`config.mk`:
```
export PLATFORM = sky130hd
export DESIGN_NAME = dual_pass_threshold_reader_flat
export DESIGN_NICKNAME = d
export VERILOG_FILES = /design/src/rtl/dual_pass_threshold_reader_pkg.sv /design/src/rtl/dual_pass_threshold_reader_if.sv /design/src/rtl/dual_pass_threshold_reader_stats.sv /design/src/rtl/dual_pass_threshold_reader.sv /design/src/flat_wrapper.sv
export SDC_FILE = /design/constraint.sdc
export NUM_CORES = 1
export LEC_CHECK = 0
export CAP_MARGIN = 15
export CORE_ASPECT_RATIO = 0.6
export CORE_MARGIN = 2
export CORE_UTILIZATION = 58
export CTS_CLUSTER_SIZE = 24
export DETAILED_ROUTE_END_ITERATION = 6
export GPL_TIMING_DRIVEN = 0
export MAX_ROUTING_LAYER = met4
export PLACE_DENSITY = 0.86
export SETUP_SLACK_MARGIN = 0.2
export SYNTH_ARGS = -nofsm -noshare
export SYNTH_HDL_FRONTEND = slang
export SYNTH_SLANG_ARGS = --single-unit
```
`constraint.sdc`:
```
create_clock -name clk -period 3.1 [get_ports clk]
set_input_delay 0.465 -clock clk [delete_from_list [all_inputs] [get_ports clk]]
set_output_delay 0.465 -clock clk [all_outputs]
set_load 0.01 [all_outputs]
```
`src/rtl/dual_pass_threshold_reader_pkg.sv`:
```
// Shared types and width helpers for the dual-pass threshold reader.
package thresh_pkg;

  typedef enum logic [2:0] {IDLE, PASS1, CALC, PASS2, DONE} state_t;

  function automatic int cnt_width(input int frame_pixels);
    return $clog2(frame_pixels) + 1;
  endfunction

  function automatic int sum_width(input int data_width, input int frame_pixels);
    return data_width + $clog2(frame_pixels);
  endfunction

  function automatic bit is_pow2(input int n);
    return (n >= 2) && ((n & (n - 1)) == 0);
  endfunction

endpackage

```
`src/rtl/dual_pass_threshold_reader_if.sv`:
```
// FIFO read-side bundle; the reader is the master (it issues reads).
interface dual_pass_threshold_reader_if #(
  parameter int DATA_WIDTH = 8
);
  logic                  fifo_empty;
  logic [DATA_WIDTH-1:0] fifo_data;
  logic                  fifo_read_en;

  modport master (input fifo_empty, input fifo_data, output fifo_read_en);
  modport slave  (output fifo_empty, output fifo_data, input fifo_read_en);
endinterface

```
`src/rtl/dual_pass_threshold_reader_stats.sv`:
```
// Pass-1 pixel statistics: running sum, or min/max when MIDRANGE_THRESH_EN is defined.
module pixel_stats_accum
  import thresh_pkg::*;
#(
  parameter int DATA_WIDTH   = 8,
  parameter int FRAME_PIXELS = 4
) (
  input  logic                  clk,
  input  logic                  reset,
  input  logic                  clear,
  input  logic                  valid,
  input  logic [DATA_WIDTH-1:0] data,
`ifdef MIDRANGE_THRESH_EN
  output logic [DATA_WIDTH-1:0] min_val,
  output logic [DATA_WIDTH-1:0] max_val
`else
  output logic [sum_width(DATA_WIDTH, FRAME_PIXELS)-1:0] sum
`endif
);

`ifdef MIDRANGE_THRESH_EN
  // seen gates the first pixel so both extremes start from real data.
  logic seen;

  always_ff @(posedge clk or posedge reset) begin
    if (reset) begin
      seen    <= 1'b0;
      min_val <= '0;
      max_val <= '0;
    end else if (clear) begin
      seen    <= 1'b0;
      min_val <= '0;
      max_val <= '0;
    end else if (valid) begin
      seen <= 1'b1;
      if (!seen || data < min_val) min_val <= data;
      if (!seen || data > max_val) max_val <= data;
    end
  end
`else
  localparam int SW = sum_width(DATA_WIDTH, FRAME_PIXELS);

  always_ff @(posedge clk or posedge reset) begin
    if (reset)      sum <= '0;
    else if (clear) sum <= '0;
    else if (valid) sum <= sum + SW'(data);
  end
`endif

endmodule

```
`src/rtl/dual_pass_threshold_reader.sv`:
```
// Reads each frame twice from the pixel FIFO: pass 1 builds a global threshold,
// pass 2 binarises. Macro MIDRANGE_THRESH_EN selects midrange instead of mean.
module dual_pass_threshold_reader
  import thresh_pkg::*;
#(
  parameter int DATA_WIDTH   = 8,
  parameter int FRAME_PIXELS = 4
) (
  input  logic                        clk,
  input  logic                        reset,
  input  logic                        start,
  dual_pass_threshold_reader_if.master fifo,
  output logic [DATA_WIDTH-1:0]       threshold,
  output logic                        pix_out,
  output logic                        pix_out_valid,
  output logic                        busy,
  output logic                        done
);

  localparam int CW = cnt_width(FRAME_PIXELS);

  if (!is_pow2(FRAME_PIXELS)) begin : g_bad_frame
    $error("FRAME_PIXELS must be a power of 2 and at least 2");
  end

  state_t          state, next_state;
  logic [CW-1:0]   issue_cnt, rx_cnt;
  logic            rd_pending;
  logic            in_pass, enter_pass, last_rx;

  assign in_pass    = (state == PASS1) || (state == PASS2);
  assign enter_pass = ((state == IDLE) && start) || (state == CALC);
  assign last_rx    = rd_pending && (rx_cnt == CW'(FRAME_PIXELS - 1));

  assign fifo.fifo_read_en = in_pass && !fifo.fifo_empty && (issue_cnt < CW'(FRAME_PIXELS));
  assign busy = (state != IDLE);
  assign done = (state == DONE);

  always_ff @(posedge clk or posedge reset) begin
    if (reset) state <= IDLE;
    else       state <= next_state;
  end

  // Leave a pass on the final consume so CALC/DONE line up with the last data.
  always_comb begin
    next_state = state;
    case (state)
      IDLE:    if (start)   next_state = PASS1;
      PASS1:   if (last_rx) next_state = CALC;
      CALC:                 next_state = PASS2;
      PASS2:   if (last_rx) next_state = DONE;
      DONE:                 next_state = IDLE;
      default:              next_state = IDLE;
    endcase
  end

  always_ff @(posedge clk or posedge reset) begin
    if (reset) begin
      issue_cnt  <= '0;
      rx_cnt     <= '0;
      rd_pending <= 1'b0;
    end else if (enter_pass) begin
      issue_cnt  <= '0;
      rx_cnt     <= '0;
      rd_pending <= 1'b0;
    end else begin
      rd_pending <= fifo.fifo_read_en;
      if (fifo.fifo_read_en) issue_cnt <= issue_cnt + 1'b1;
      if (rd_pending)        rx_cnt    <= rx_cnt + 1'b1;
    end
  end

  logic [DATA_WIDTH-1:0] calc_thresh;

`ifdef MIDRANGE_THRESH_EN
  logic [DATA_WIDTH-1:0] min_val, max_val;
  logic [DATA_WIDTH:0]   mid_sum;

  pixel_stats_accum #(.DATA_WIDTH(DATA_WIDTH), .FRAME_PIXELS(FRAME_PIXELS)) u_stats (
    .clk     (clk),
    .reset   (reset),
    .clear   ((state == IDLE) && start),
    .valid   (rd_pending && (state == PASS1)),
    .data    (fifo.fifo_data),
    .min_val (min_val),
    .max_val (max_val)
  );

  assign mid_sum     = {1'b0, min_val} + {1'b0, max_val};
  assign calc_thresh = mid_sum[DATA_WIDTH:1];
`else
  localparam int SW = sum_width(DATA_WIDTH, FRAME_PIXELS);
  logic [SW-1:0] sum;

  pixel_stats_accum #(.DATA_WIDTH(DATA_WIDTH), .FRAME_PIXELS(FRAME_PIXELS)) u_stats (
    .clk   (clk),
    .reset (reset),
    .clear ((state == IDLE) && start),
    .valid (rd_pending && (state == PASS1)),
    .data  (fifo.fifo_data),
    .sum   (sum)
  );

  // Mean of a power-of-2 frame is a shift; the quotient always fits a pixel.
  assign calc_thresh = DATA_WIDTH'(sum >> $clog2(FRAME_PIXELS));
`endif

  always_ff @(posedge clk or posedge reset) begin
    if (reset) begin
      threshold     <= '0;
      pix_out       <= 1'b0;
      pix_out_valid <= 1'b0;
    end else begin
      if (state == CALC) threshold <= calc_thresh;
      pix_out_valid <= rd_pending && (state == PASS2);
      pix_out       <= rd_pending && (state == PASS2) && (fifo.fifo_data >= threshold);
    end
  end

endmodule

```
`src/flat_wrapper.sv`:
```
// flat-port wrapper written by rule: the top's interface ports become plain ports
module dual_pass_threshold_reader_flat import thresh_pkg::*;
#(
  parameter int DATA_WIDTH   = 8,
  parameter int FRAME_PIXELS = 4
)
  (clk, reset, start, threshold, pix_out, pix_out_valid, busy, done, fifo_fifo_empty, fifo_fifo_data, fifo_fifo_read_en);
  dual_pass_threshold_reader_if #(.DATA_WIDTH(DATA_WIDTH)) fifo_i ();
  input  logic clk;
  input  logic reset;
  input  logic start;
  output logic [DATA_WIDTH-1:0] threshold;
  output logic pix_out;
  output logic pix_out_valid;
  output logic busy;
  output logic done;
  input wire logic [$bits(fifo_i.fifo_empty)-1:0] fifo_fifo_empty;
  input wire logic [$bits(fifo_i.fifo_data)-1:0] fifo_fifo_data;
  output wire logic [$bits(fifo_i.fifo_read_en)-1:0] fifo_fifo_read_en;
  assign fifo_i.fifo_empty = fifo_fifo_empty;
  assign fifo_i.fifo_data = fifo_fifo_data;
  assign fifo_fifo_read_en = fifo_i.fifo_read_en;
  dual_pass_threshold_reader #(.DATA_WIDTH(DATA_WIDTH), .FRAME_PIXELS(FRAME_PIXELS)) u_core (.clk(clk), .reset(reset), .start(start), .fifo(fifo_i), .threshold(threshold), .pix_out(pix_out), .pix_out_valid(pix_out_valid), .busy(busy), .done(done));
endmodule
```
== Word level (Yosys, flattened, before mapping) ==
Index checks and enable logic that the tools add are counted.

* Output and inout bits: 13
* Register bits after elaboration: 30
* Memory bits (writable): 0
* Word-level logic and storage cells: 48
* ROM bits: 0
* Memories: 0
* Latch bits: 0

* Equal/unequal tests: 8
* Add/sub/neg operators: 3
* Div/mod/pow operators: 0
* $mul: 0
* Shifts and indexed selects: 0
* Magnitude comparators: 2
* Reduce and logical (&&, ||, !) cells: 16
* Bitwise logic cells: 0
* Muxes and demuxes: 11

{| class="wikitable"
|+ Operators by type and width
! operator !! number
|-
| $mux 3 || 7
|-
| $mux 10 || 2
|-
| $pmux 3 s4 || 1
|-
| $add 10x8->10 || 1
|-
| $eq 3x2->1 const B || 3
|-
| $ge 8x8->1 || 1
|-
| $logic_and 1x1->1 || 7
|-
| $add 3x1->3 const B || 2
|-
| $reduce_bool 2->1 || 3
|-
| $ne 2x1->1 const B || 2
|-
| $eq 3x1->1 const B || 1
|-
| $eq 3x3->1 const B || 1
|-
| $logic_not 3->1 || 1
|-
| $lt 3x3->1 const B || 1
|-
| $reduce_and 3->1 || 1
|-
| $reduce_bool 3->1 || 1
|-
| $logic_or 1x1->1 || 2
|-
| $ne 2x2->1 const B || 1
|-
| $logic_not 1->1 || 1
|-
| $mux 1 || 1
|}

== Longest topological paths before layout ==
Gate-level depths: netlist (run 1).

* Depth after elaboration: 6
* Gate-level depth with buffers: 7

== Cells and area by module ==
A second synthesis (run 1) with hierarchy kept.

* Cells, all modules: 193
* Area, all modules: 1919.3 um2

{| class="wikitable"
|+ By module, submodules not included
! module !! instances !! seq. area each (um2) !! cells an instance !! area an instance (um2)
|-
| dual_pass_threshold_reader || 1 || 500.5 || 105 || 1087.3
|-
| pixel_stats_accum || 1 || 250.2 || 88 || 832.0
|}

== Worst setup path after synthesis (run 1) ==
Ideal clock, no wire load.

* Kind: input to register
* From: input port fifo_fifo_data[0]
* To: register u_core.u_stats.sum[8]
* Path slack: 0.933 ns
* Cell stages on the path: 7
* Path buffers: 0
* Data required time: 2.975 ns
* Arrival time: 2.042 ns
* Path through: ha_1 -> fa_1 -> a211oi_1 -> o21bai_1 -> a21oi_1 -> a211oi_2 -> mux2_2

* Word-level cells in the longest chain between the ends: 3

{| class="wikitable"
|+ RTL lines
! element !! line !! text
|-
| from (decl) || flat_wrapper.sv:18 || <nowiki>input wire logic [$bits(fifo_i.fifo_data)-1:0] fifo_fifo_data;</nowiki>
|-
| $add 10x8->10 || dual_pass_threshold_reader_stats.sv:46 || <nowiki>else if (valid) sum <= sum + SW'(data);</nowiki>
|-
| $mux 10 || dual_pass_threshold_reader_stats.sv:46 ||
|-
| $mux 10 || dual_pass_threshold_reader_stats.sv:45 || <nowiki>else if (clear) sum <= '0;</nowiki>
|-
| to (signal assigned) || dual_pass_threshold_reader_stats.sv:46 ||
|-
| to (decl) || dual_pass_threshold_reader_stats.sv:17 || <nowiki>output logic [sum_width(DATA_WIDTH, FRAME_PIXELS)-1:0] sum</nowiki>
|}

No other way between the ends. The select of a mux whose other input is x is not followed.
A chain may end at the register's enable or synchronous reset.

== Worst setup path in the final report (run 1) ==
Same ends and word-level chain as after synthesis.

==> impl_metrics.prom, run 1 <==
# TYPE chip_impl_metric gauge
chip_impl_metric{name="drtAntennaViolNets",unit=""} 0
chip_impl_metric{name="floorplan.core_area",unit="um2"} 2872
chip_impl_metric{name="grt_first_pass_wirelength",unit="um"} 5934
chip_impl_metric{name="dr_wl_met2",unit="um"} 1641
chip_impl_metric{name="ctsResizeCount",unit=""} 0
chip_impl_info{name="synth_top_cells_by_area",value="sky130_fd_sc_hd__dfrtp_1, sky130_fd_sc_hd__ha_1, sky130_fd_sc_hd__o21ai_0, sky130_fd_sc_hd__a22o_1, sky130_fd_sc_hd__a21o_1"} 1
chip_impl_info{name="mostFrequentLayoutCells",value="sky130_fd_sc_hd__dfrtp_1, sky130_fd_sc_hd__clkdlybuf4s50_1, sky130_fd_sc_hd__ha_1"} 1
chip_impl_info{name="setup_repair_after_global_routing_missed_its_margin",value="false"} 1
chip_impl_metric{name="period_needed",unit="ns"} 2.548
chip_impl_metric{name="finalNetCount",unit=""} 229
chip_impl_metric{name="place.port_buffers",unit=""} 24
chip_impl_metric{name="multiInputGateArea",unit="um2"} 924.6
chip_impl_metric{name="finalHoldViolCount",unit=""} 0
chip_impl_metric{name="pwr_density_cell",unit="nW/um2"} 944.1
chip_impl_metric{name="post_cts.repair.setup_buffers",unit=""} 0
chip_impl_metric{name="synth_sequential_area_ratio",unit=""} 0.4307
chip_impl_metric{name="numCtsBuffers",unit=""} 5
chip_impl_metric{name="avgViaCountPerCell",unit=""} 5.615
chip_impl_metric{name="groute.usage.overall",unit=""} 0.2533
chip_impl_metric{name="die_w",unit="um"} 74.77
chip_impl_info{name="timing_worst_setup_path_type",value="primary input to register"} 1
chip_impl_metric{name="post_drt_wl_per_cell",unit="um"} 15.59
chip_impl_metric{name="worst_slew_pin_slew",unit="ns"} 0.5861
chip_impl_metric{name="path_max_fanout",unit=""} 3
chip_impl_metric{name="post-route-drc-count",unit=""} 0
chip_impl_metric{name="timing_max_transition_violations_final",unit=""} 0
chip_impl_metric{name="top_level_ports",unit=""} 25
chip_impl_info{name="clock_tree_from_tritoncts",value="done"} 1
chip_impl_metric{name="core.rowCount",unit=""} 15
chip_impl_metric{name="htree_levels",unit=""} 2
chip_impl_metric{name="detailroute.via_count",unit=""} 1342
chip_impl_metric{name="met3RoutedLength",unit="um"} 163
chip_impl_metric{name="ctsLongestPathBuffers",unit=""} 2
chip_impl_metric{name="filler_cell_count",unit=""} 206
chip_impl_info{name="critical_path.startpoint_type",value="primary input"} 1
chip_impl_info{name="run_status",value="complete, no violations"} 1
chip_impl_metric{name="preCtsSetupSlack",unit="ns"} 0.3534
chip_impl_metric{name="slew_headroom",unit=""} 0.6075
chip_impl_metric{name="cts_hold_buffers",unit=""} 0
chip_impl_metric{name="synthesis.nets",unit=""} 197
chip_impl_info{name="timing.hold.worst.class",value="primary input to asynchronous set/reset pin"} 1
chip_impl_metric{name="timing.critical_path.required",unit="ns"} 3.26
chip_impl_metric{name="clkSlewWorstSetupHoldPaths",unit="ns"} 0.06
chip_impl_metric{name="drive_gt1_frac",unit=""} 0.09645
chip_impl_metric{name="die_area",unit="um2"} 3474
chip_impl_metric{name="first_pass_iters",unit=""} 4
chip_impl_info{name="final_common_cell",value="sky130_fd_sc_hd__dfrtp_1"} 1
chip_impl_metric{name="synth.avg_cell_area",unit="um2"} 10.56
chip_impl_metric{name="latest_clock_arrival_within_the_worst_skew_pair",unit="ns"} 0.28
chip_impl_info{name="synthDominantAreaCellType",value="sky130_fd_sc_hd__dfrtp_1"} 1
chip_impl_metric{name="finalCoreUtilization",unit=""} 0.7577
chip_impl_metric{name="setup_viol",unit=""} 0
chip_impl_metric{name="insertedDiodeCount",unit=""} 0
chip_impl_metric{name="met1_length",unit="um"} 1859
chip_impl_metric{name="dp.final_hpwl",unit="um"} 2704
chip_impl_metric{name="fin_skew",unit="ns"} 0.004540
chip_impl_metric{name="clock_sink_count",unit=""} 30
chip_impl_metric{name="synth_largest_type_area_fraction",unit=""} 0.4307
chip_impl_metric{name="antenna_found_initial",unit=""} 0
chip_impl_metric{name="wl",unit="um"} 3725
chip_impl_metric{name="maxClockFrequency",unit="MHz"} 392.5
chip_impl_metric{name="vdd.ir_drop.worst",unit="V"} 0.0004964
chip_impl_metric{name="setup-tns-final",unit="ns"} 0
chip_impl_info{name="clk_root_buffer_cell",value="sky130_fd_sc_hd__clkbuf_8"} 1
chip_impl_metric{name="power.leakage",unit="nW"} 1.050
chip_impl_metric{name="pin_count_of_the_biggest_net_entering_global_routing",unit=""} 31
chip_impl_metric{name="die_height",unit="um"} 46.46
chip_impl_metric{name="synthDistinctLibCells",unit=""} 38
chip_impl_metric{name="worst_path_arrival_time",unit="ns"} 2.71
chip_impl_info{name="worstSetupEndpointType",value="register"} 1
chip_impl_metric{name="yosys_warnings",unit=""} 0
chip_impl_metric{name="first_global_vias",unit=""} 1271
chip_impl_metric{name="synthesis_stage_register_bit_count",unit=""} 30
chip_impl_metric{name="area.sequential",unit="um2"} 750.7
chip_impl_metric{name="layout_worst_path_cycle_share",unit=""} 0.8220
chip_impl_metric{name="areaGrowthSynthToFinish",unit="%"} 24.84
chip_impl_metric{name="syn-cell-area",unit="um2"} 1743
chip_impl_metric{name="grt-ovfl-total",unit=""} 0
chip_impl_metric{name="initial_core_util",unit=""} 0.6070
chip_impl_info{name="route.top_layer_used",value="met4"} 1
chip_impl_metric{name="dr.first_iter.drc_count",unit=""} 78
chip_impl_metric{name="synth_cells",unit=""} 165
chip_impl_metric{name="globalplace.congestion",unit=""} 0.8684
chip_impl_metric{name="max_cap_viols",unit=""} 0
chip_impl_metric{name="postLayoutSetupSlackWorst",unit="ns"} 0.5520
-- final timing paths --
| check | cells past startpoint | end | from | slack [ns] |
|---|---|---|---|---|
| hold / removal | 2 | u_core.threshold[5] | reset | 0.44 |
| hold reg to reg | 1 | u_core.u_stats.sum[0] | u_core.u_stats.sum[0] | 0.50 |
| setup / recovery | 8 | u_core.u_stats.sum[8] | fifo_fifo_data[0] | 0.55 |
| setup reg to reg | 7 | u_core.u_stats.sum[8] | u_core.u_stats.sum[0] | 0.83 |
| min in group clk | 1 | u_core.u_stats.sum[0] | u_core.u_stats.sum[0] | 0.50 |
| max in group asynchronous | 3 | u_core.u_stats.sum[7] | reset | 2.24 |
-- cell families (layout without fill, tap and decap cells) --
kind of cell,count (synthesis),in the layout,share of synthesized area
AO/OA/AOI/OAI,46,46,0.1816
XOR/XNOR,6,6,0.03016
adder cells (fa/ha/maj),20,20,0.1479
buffers and inverters,16,48,0.03877
flip-flops,30,30,0.4307
multiplexers,4,4,0.02728
AND/OR/NAND/NOR,43,43,0.1436
-- power by group --
group          internal (W)  total (W)  switching, W
clock              0.000257   0.000399      0.000142
combinational      0.000485   0.000972      0.000486
sequential         0.000558   0.000684      0.000126
-- per-stage QoR --
step | power (W) | cell area, um2 | hold slack [ns] | instances
after floorplan | 0.001329 | 1743 | 0.4639 | 165
after global placement | 0.001573 | 2036 | 0.4859 | 231
after detailed placement | 0.001639 | 2036 | 0.4947 | 231
after CTS | 0.002049 | 2148 | 0.5119 | 238
after global routing | 0.002213 | 2176 | 0.4685 | 239
final | 0.002054 | 2176 | 0.4385 | 239
-- cell type report --
| type | instances | share of cell area |
|---|---|---|
| multi-input combinational | 119 | 0.4250 |
| sequential | 30 | 0.3450 |
| timing repair buffer | 25 | 0.1231 |
| clock buffer | 6 | 0.03795 |
| tap | 42 | 0.02415 |
| inverter | 13 | 0.02243 |
| clock inverter | 1 | 0.01380 |
| buffer | 3 | 0.008626 |
-- worst max-delay path, stage by stage --
cell and delay [ns]:
sky130_fd_sc_hd__clkdlybuf4s50_1 0.43, sky130_fd_sc_hd__ha_1 0.24, sky130_fd_sc_hd__fa_1 0.43, sky130_fd_sc_hd__a211oi_1 0.34
sky130_fd_sc_hd__o21bai_1 0.14, sky130_fd_sc_hd__a21oi_1 0.26, sky130_fd_sc_hd__a211oi_2 0.12, sky130_fd_sc_hd__mux2_2 0.28
-- cell usage after synthesis, drive strengths merged --
| library cell | instances |
|---|---|
| dfrtp | 30 |
| nor3b | 3 |
| nor2 | 10 |
| inv | 13 |
| xnor2 | 3 |
| nand2b | 3 |
| a211oi | 5 |
| or2 | 1 |
| nand2 | 13 |
| buf | 1 |
| xor2 | 3 |
| mux2 | 3 |
| a2bb2oi | 1 |
| o21ai | 14 |
| clkbuf | 2 |
| a22o | 7 |
| o211a | 1 |
| nand3 | 2 |
| a21oi | 7 |
| fa | 1 |
| and2 | 4 |
| mux2i | 1 |
| o21bai | 1 |
| or3 | 4 |
| and4b | 1 |
| ha | 19 |
| a21boi | 2 |
| nand4 | 2 |
| a21o | 7 |
| a32o | 1 |
-- state kept, by name, indices dropped and copies added, names as in the netlist --
signal / cells
u_core.u_stats.sum: 10
u_core.pix_out_valid: 1
u_core.pix_out: 1
u_core.rx_cnt: 3
u_core.state: 3
u_core.issue_cnt: 3
u_core.threshold: 8
u_core.rd_pending: 1
-- layer usage --
| layer | vias up | global-route usage |
|---|---|---|
| li1 | 653 | - |
| met1 | 648 | 0.3463 |
| met2 | 34 | 0.3540 |
| met3 | 7 | 0.07221 |
| met4 | 0 | 0.1071 |
| met5 | - | - |
No activity file was read; power rests on OpenSTA's default activity.
==> run 2, diff against run 1 <==
--- a/config.mk
+++ b/config.mk
@@ -8,12 +8,12 @@
 export CAP_MARGIN = 15
 export CORE_ASPECT_RATIO = 0.6
 export CORE_MARGIN = 2
-export CORE_UTILIZATION = 58
+export CORE_UTILIZATION = 54
 export CTS_CLUSTER_SIZE = 24
 export DETAILED_ROUTE_END_ITERATION = 6
 export GPL_TIMING_DRIVEN = 0
 export MAX_ROUTING_LAYER = met4
-export PLACE_DENSITY = 0.86
+export PLACE_DENSITY = 0.81
 export SETUP_SLACK_MARGIN = 0.2
 export SYNTH_ARGS = -nofsm -noshare
 export SYNTH_HDL_FRONTEND = slang
==> constraint.sdc (replaced) <==
create_clock -name clk -period 2.6 [get_ports clk]
set_input_delay 0.39 -clock clk [delete_from_list [all_inputs] [get_ports clk]]
set_output_delay 0.39 -clock clk [all_outputs]
set_load 0.01 [all_outputs]
==> run 2 against run 1 <==
Sequential share of layout area down 0.22 points; non-clock buffer count did not move; sequential power is 19% higher; register-to-register slack lost 0.38 ns; first-iteration DRC count up 26%; critical path depth is the same.
==> impl_metrics.prom, run 2 (synthesized netlist as in run 1, its figures left out) <==
# TYPE chip_impl_metric gauge
chip_impl_metric{name="clkSlewWorstSetupHoldPaths",unit="ns"} 0.06
chip_impl_metric{name="globalplace.congestion",unit=""} 0.8145
chip_impl_metric{name="timing.reg2reg.setup_slack",unit="ns"} 0.45
chip_impl_metric{name="post_drt_wl_per_cell",unit="um"} 15.67
chip_impl_info{name="final_common_cell",value="sky130_fd_sc_hd__dfrtp_1"} 1
chip_impl_metric{name="fin_skew",unit="ns"} 0.003761
chip_impl_metric{name="vdd.ir_drop.worst",unit="V"} 0.0006367
chip_impl_metric{name="latest_clock_arrival_within_the_worst_skew_pair",unit="ns"} 0.28
chip_impl_metric{name="power.share.clock",unit=""} 0.192
chip_impl_metric{name="detailroute.via_count",unit=""} 1336
chip_impl_metric{name="numCtsBuffers",unit=""} 5
chip_impl_metric{name="grt_first_pass_wirelength",unit="um"} 6161
chip_impl_metric{name="total_power",unit="W"} 0.002482
chip_impl_metric{name="grt-ovfl-total",unit=""} 0
chip_impl_info{name="critical_path.startpoint_type",value="primary input"} 1
chip_impl_metric{name="pwr_density_cell",unit="nW/um2"} 1133
chip_impl_metric{name="path_max_fanout",unit=""} 3
chip_impl_info{name="path_common_cell",value="sky130_fd_sc_hd__a211oi_2"} 1
chip_impl_metric{name="power.share.sequential",unit=""} 0.329
chip_impl_metric{name="ctsLongestPathBuffers",unit=""} 2
chip_impl_metric{name="dr.first_iter.drc_count",unit=""} 98
chip_impl_info{name="registers.top_by_ff_count",value="u_core.u_stats.sum"} 1
chip_impl_metric{name="first_pass_iters",unit=""} 4
chip_impl_metric{name="wl",unit="um"} 3745
chip_impl_metric{name="place.port_buffers",unit=""} 24
chip_impl_metric{name="core.rowCount",unit=""} 15
chip_impl_info{name="crit-reg2reg-capture",value="u_core.u_stats.sum[8]"} 1
chip_impl_metric{name="cts_hold_buffers",unit=""} 0
chip_impl_info{name="worstSetupEndpointType",value="register"} 1
chip_impl_metric{name="groute.usage.overall",unit=""} 0.2341
chip_impl_metric{name="die_height",unit="um"} 48.01
chip_impl_info{name="clk_root_buffer_cell",value="sky130_fd_sc_hd__clkbuf_8"} 1
chip_impl_metric{name="largest_register_ffs",unit=""} 10
chip_impl_info{name="mostFrequentLayoutCells",value="sky130_fd_sc_hd__dfrtp_1, sky130_fd_sc_hd__clkdlybuf4s50_1, sky130_fd_sc_hd__ha_1"} 1
chip_impl_metric{name="combinational_share_of_power",unit=""} 0.479
chip_impl_metric{name="internal-power",unit="W"} 0.001563
chip_impl_metric{name="timing_max_transition_violations_final",unit=""} 0
chip_impl_metric{name="avgViaCountPerCell",unit=""} 5.590
chip_impl_metric{name="insertedDiodeCount",unit=""} 0
chip_impl_metric{name="filler_cell_count",unit=""} 222
chip_impl_info{name="reg_top3",value="u_core.u_stats.sum x10, u_core.threshold x8"} 1
chip_impl_metric{name="first_global_vias",unit=""} 1309
chip_impl_metric{name="power.leakage",unit="nW"} 1.053
chip_impl_metric{name="finalNetCount",unit=""} 229
chip_impl_metric{name="r2r_cells",unit=""} 7
chip_impl_metric{name="max_stage_delay",unit="ns"} 0.46
chip_impl_metric{name="worst_path_arrival_time",unit="ns"} 2.51
chip_impl_metric{name="net_switching_share_of_the_total_power",unit=""} 0.3702
chip_impl_metric{name="timing.critical_path.required",unit="ns"} 2.76
chip_impl_metric{name="worst_slew_pin_slew",unit="ns"} 0.5778
chip_impl_metric{name="top_level_ports",unit=""} 25
chip_impl_metric{name="pin_count_of_the_biggest_net_entering_global_routing",unit=""} 31
chip_impl_metric{name="post-route-drc-count",unit=""} 0
chip_impl_metric{name="htree_levels",unit=""} 2
chip_impl_metric{name="max_cap_viols",unit=""} 0
chip_impl_info{name="regToRegStartpoint",value="u_core.u_stats.sum[0]"} 1
chip_impl_metric{name="dp.final_hpwl",unit="um"} 2665
chip_impl_info{name="timing_worst_setup_path_type",value="primary input to register"} 1
chip_impl_metric{name="initial_core_util",unit=""} 0.5878
chip_impl_info{name="cp_cell_sequence",value="clkdlybuf4s50_1 -> ha_1 -> fa_1 -> a211oi_2 -> o21bai_1 -> a21oi_2 -> a211oi_2 -> mux2_2"} 1
chip_impl_info{name="timing.hold.worst.class",value="primary input to asynchronous set/reset pin"} 1
chip_impl_metric{name="antenna_found_initial",unit=""} 0
chip_impl_info{name="clock_tree_from_tritoncts",value="done"} 1
chip_impl_metric{name="maxClockFrequency",unit="MHz"} 425.6
chip_impl_metric{name="placed_cells_incl_taps",unit=""} 231
chip_impl_info{name="setup_repair_after_global_routing_missed_its_margin",value="true"} 1
chip_impl_metric{name="areaGrowthSynthToFinish",unit="%"} 25.63
chip_impl_metric{name="power_switching",unit="W"} 0.0009187
chip_impl_metric{name="post_cts.repair.setup_buffers",unit=""} 0
chip_impl_metric{name="floorplan.core_area",unit="um2"} 2965
chip_impl_metric{name="die_w",unit="um"} 77.35
chip_impl_metric{name="drtAntennaViolNets",unit=""} 0
chip_impl_metric{name="finalHoldViolCount",unit=""} 0
chip_impl_metric{name="slew_headroom",unit=""} 0.6131
chip_impl_info{name="crit_path_top_delay_cell",value="sky130_fd_sc_hd__fa_1"} 1
chip_impl_info{name="run_status",value="complete, no violations"} 1
chip_impl_metric{name="setup_viol",unit=""} 0
chip_impl_metric{name="layout_worst_path_cycle_share",unit=""} 0.9037
chip_impl_metric{name="layout.cells.non_filler",unit=""} 239
chip_impl_metric{name="drive_gt1_frac",unit=""} 0.1117
chip_impl_metric{name="period_needed",unit="ns"} 2.349
chip_impl_metric{name="clock_sink_count",unit=""} 30
chip_impl_metric{name="die_area",unit="um2"} 3713
run 2: changes by cell type in the layout (fill, tap and decap cells not counted):
cell / change
sky130_fd_sc_hd__a211oi_1: -1
sky130_fd_sc_hd__a211oi_2: +1
sky130_fd_sc_hd__a21oi_1: -1
sky130_fd_sc_hd__a21oi_2: +1
sky130_fd_sc_hd__or3_1: -1
sky130_fd_sc_hd__or3_4: +1
run 2: layout make-up:
class,instances,area (um2),area share
Buffer,3,18.77,0.008571
Clock buffer,6,82.58,0.03771
Clock inverter,1,30.03,0.01371
Inverter,13,48.80,0.02229
Multi-Input combinational cell,119,938.4,0.4286
Sequential cell,30,750.7,0.3429
Tap cell,42,52.55,0.02400
Timing Repair Buffer,25,267.8,0.1223
run 2: worst max-delay path by stage:
stage	end	start	cells past startpoint	slack (ns)
floorplan	u_core.u_stats.sum[8]	fifo_fifo_data[0]	7	0.51
detailed placement	u_core.u_stats.sum[8]	fifo_fifo_data[0]	8	-0.11
global placement	u_core.u_stats.sum[8]	fifo_fifo_data[0]	8	-0.07
global route	u_core.u_stats.sum[8]	fifo_fifo_data[0]	8	0.18
CTS	fifo_fifo_read_en	u_core.state[2]	4	0.21
finish	u_core.u_stats.sum[8]	fifo_fifo_data[0]	8	0.25
run 2: worst max-delay path: cells and delay by family:
| family | cells | cell delay, ns |
|---|---|---|
| compound gates | 4 | 0.71 |
| buf+inv | 1 | 0.44 |
| fa+ha+maj | 2 | 0.70 |
| mux | 1 | 0.28 |
run 2: stage by stage:
stage / instance area (um2) / hold slack [ns] / utilization / TNS, ns / setup slack, ns
after floorplan: 1743 / 0.4639 / - / 0 / 0.5084
after global placement: 2036 / 0.4865 / 0.6865 / -0.06820 / -0.06820
after detailed placement: 2036 / 0.4968 / 0.6865 / -0.1098 / -0.1098
after CTS: 2153 / 0.5160 / 0.7262 / 0 / 0.2128
after global routing: 2190 / 0.5456 / 0.7384 / 0 / 0.1834
final: 2190 / 0.4800 / 0.7384 / 0 / 0.2505
run 2: per-layer routing:
metal  track usage  vias to the layer above  routed length (um)
li1              -                      653                   -
met1        0.3101                      647                1867
met2        0.3687                       29                1672
met3       0.05660                        7                 169
met4       0.06429                        0                  36
met5             -                        -                   0
run 2: timing repair:
item | 4_1_cts | 5_1_grt
endpoints found under the setup margin | 1 | 2
hold endpoints to repair | 0 | 0
cloned | 0 | 0
gates resized for setup | 1 | 2
run 2: power by group through the flow:
stage	Combinational, W	Sequential [W]	Clock, W
global route	0.00132	0.000841	0.000511
finish	0.00119	0.000817	0.000477
floorplan	0.000774	0.000811	0
global placement	0.00108	0.000800	0
CTS	0.00116	0.000811	0.000481
detailed placement	0.00114	0.000818	0
==> run 3, diff against run 2 <==
--- a/config.mk
+++ b/config.mk
@@ -12,6 +12,7 @@
 export CTS_CLUSTER_SIZE = 24
 export DETAILED_ROUTE_END_ITERATION = 6
 export GPL_TIMING_DRIVEN = 0
+export HOLD_SLACK_MARGIN = 0.1
 export MAX_ROUTING_LAYER = met4
 export PLACE_DENSITY = 0.81
 export SETUP_SLACK_MARGIN = 0.2
==> results of run 3 <==
Final layout, timing and power as in run 2 (identical DEF).
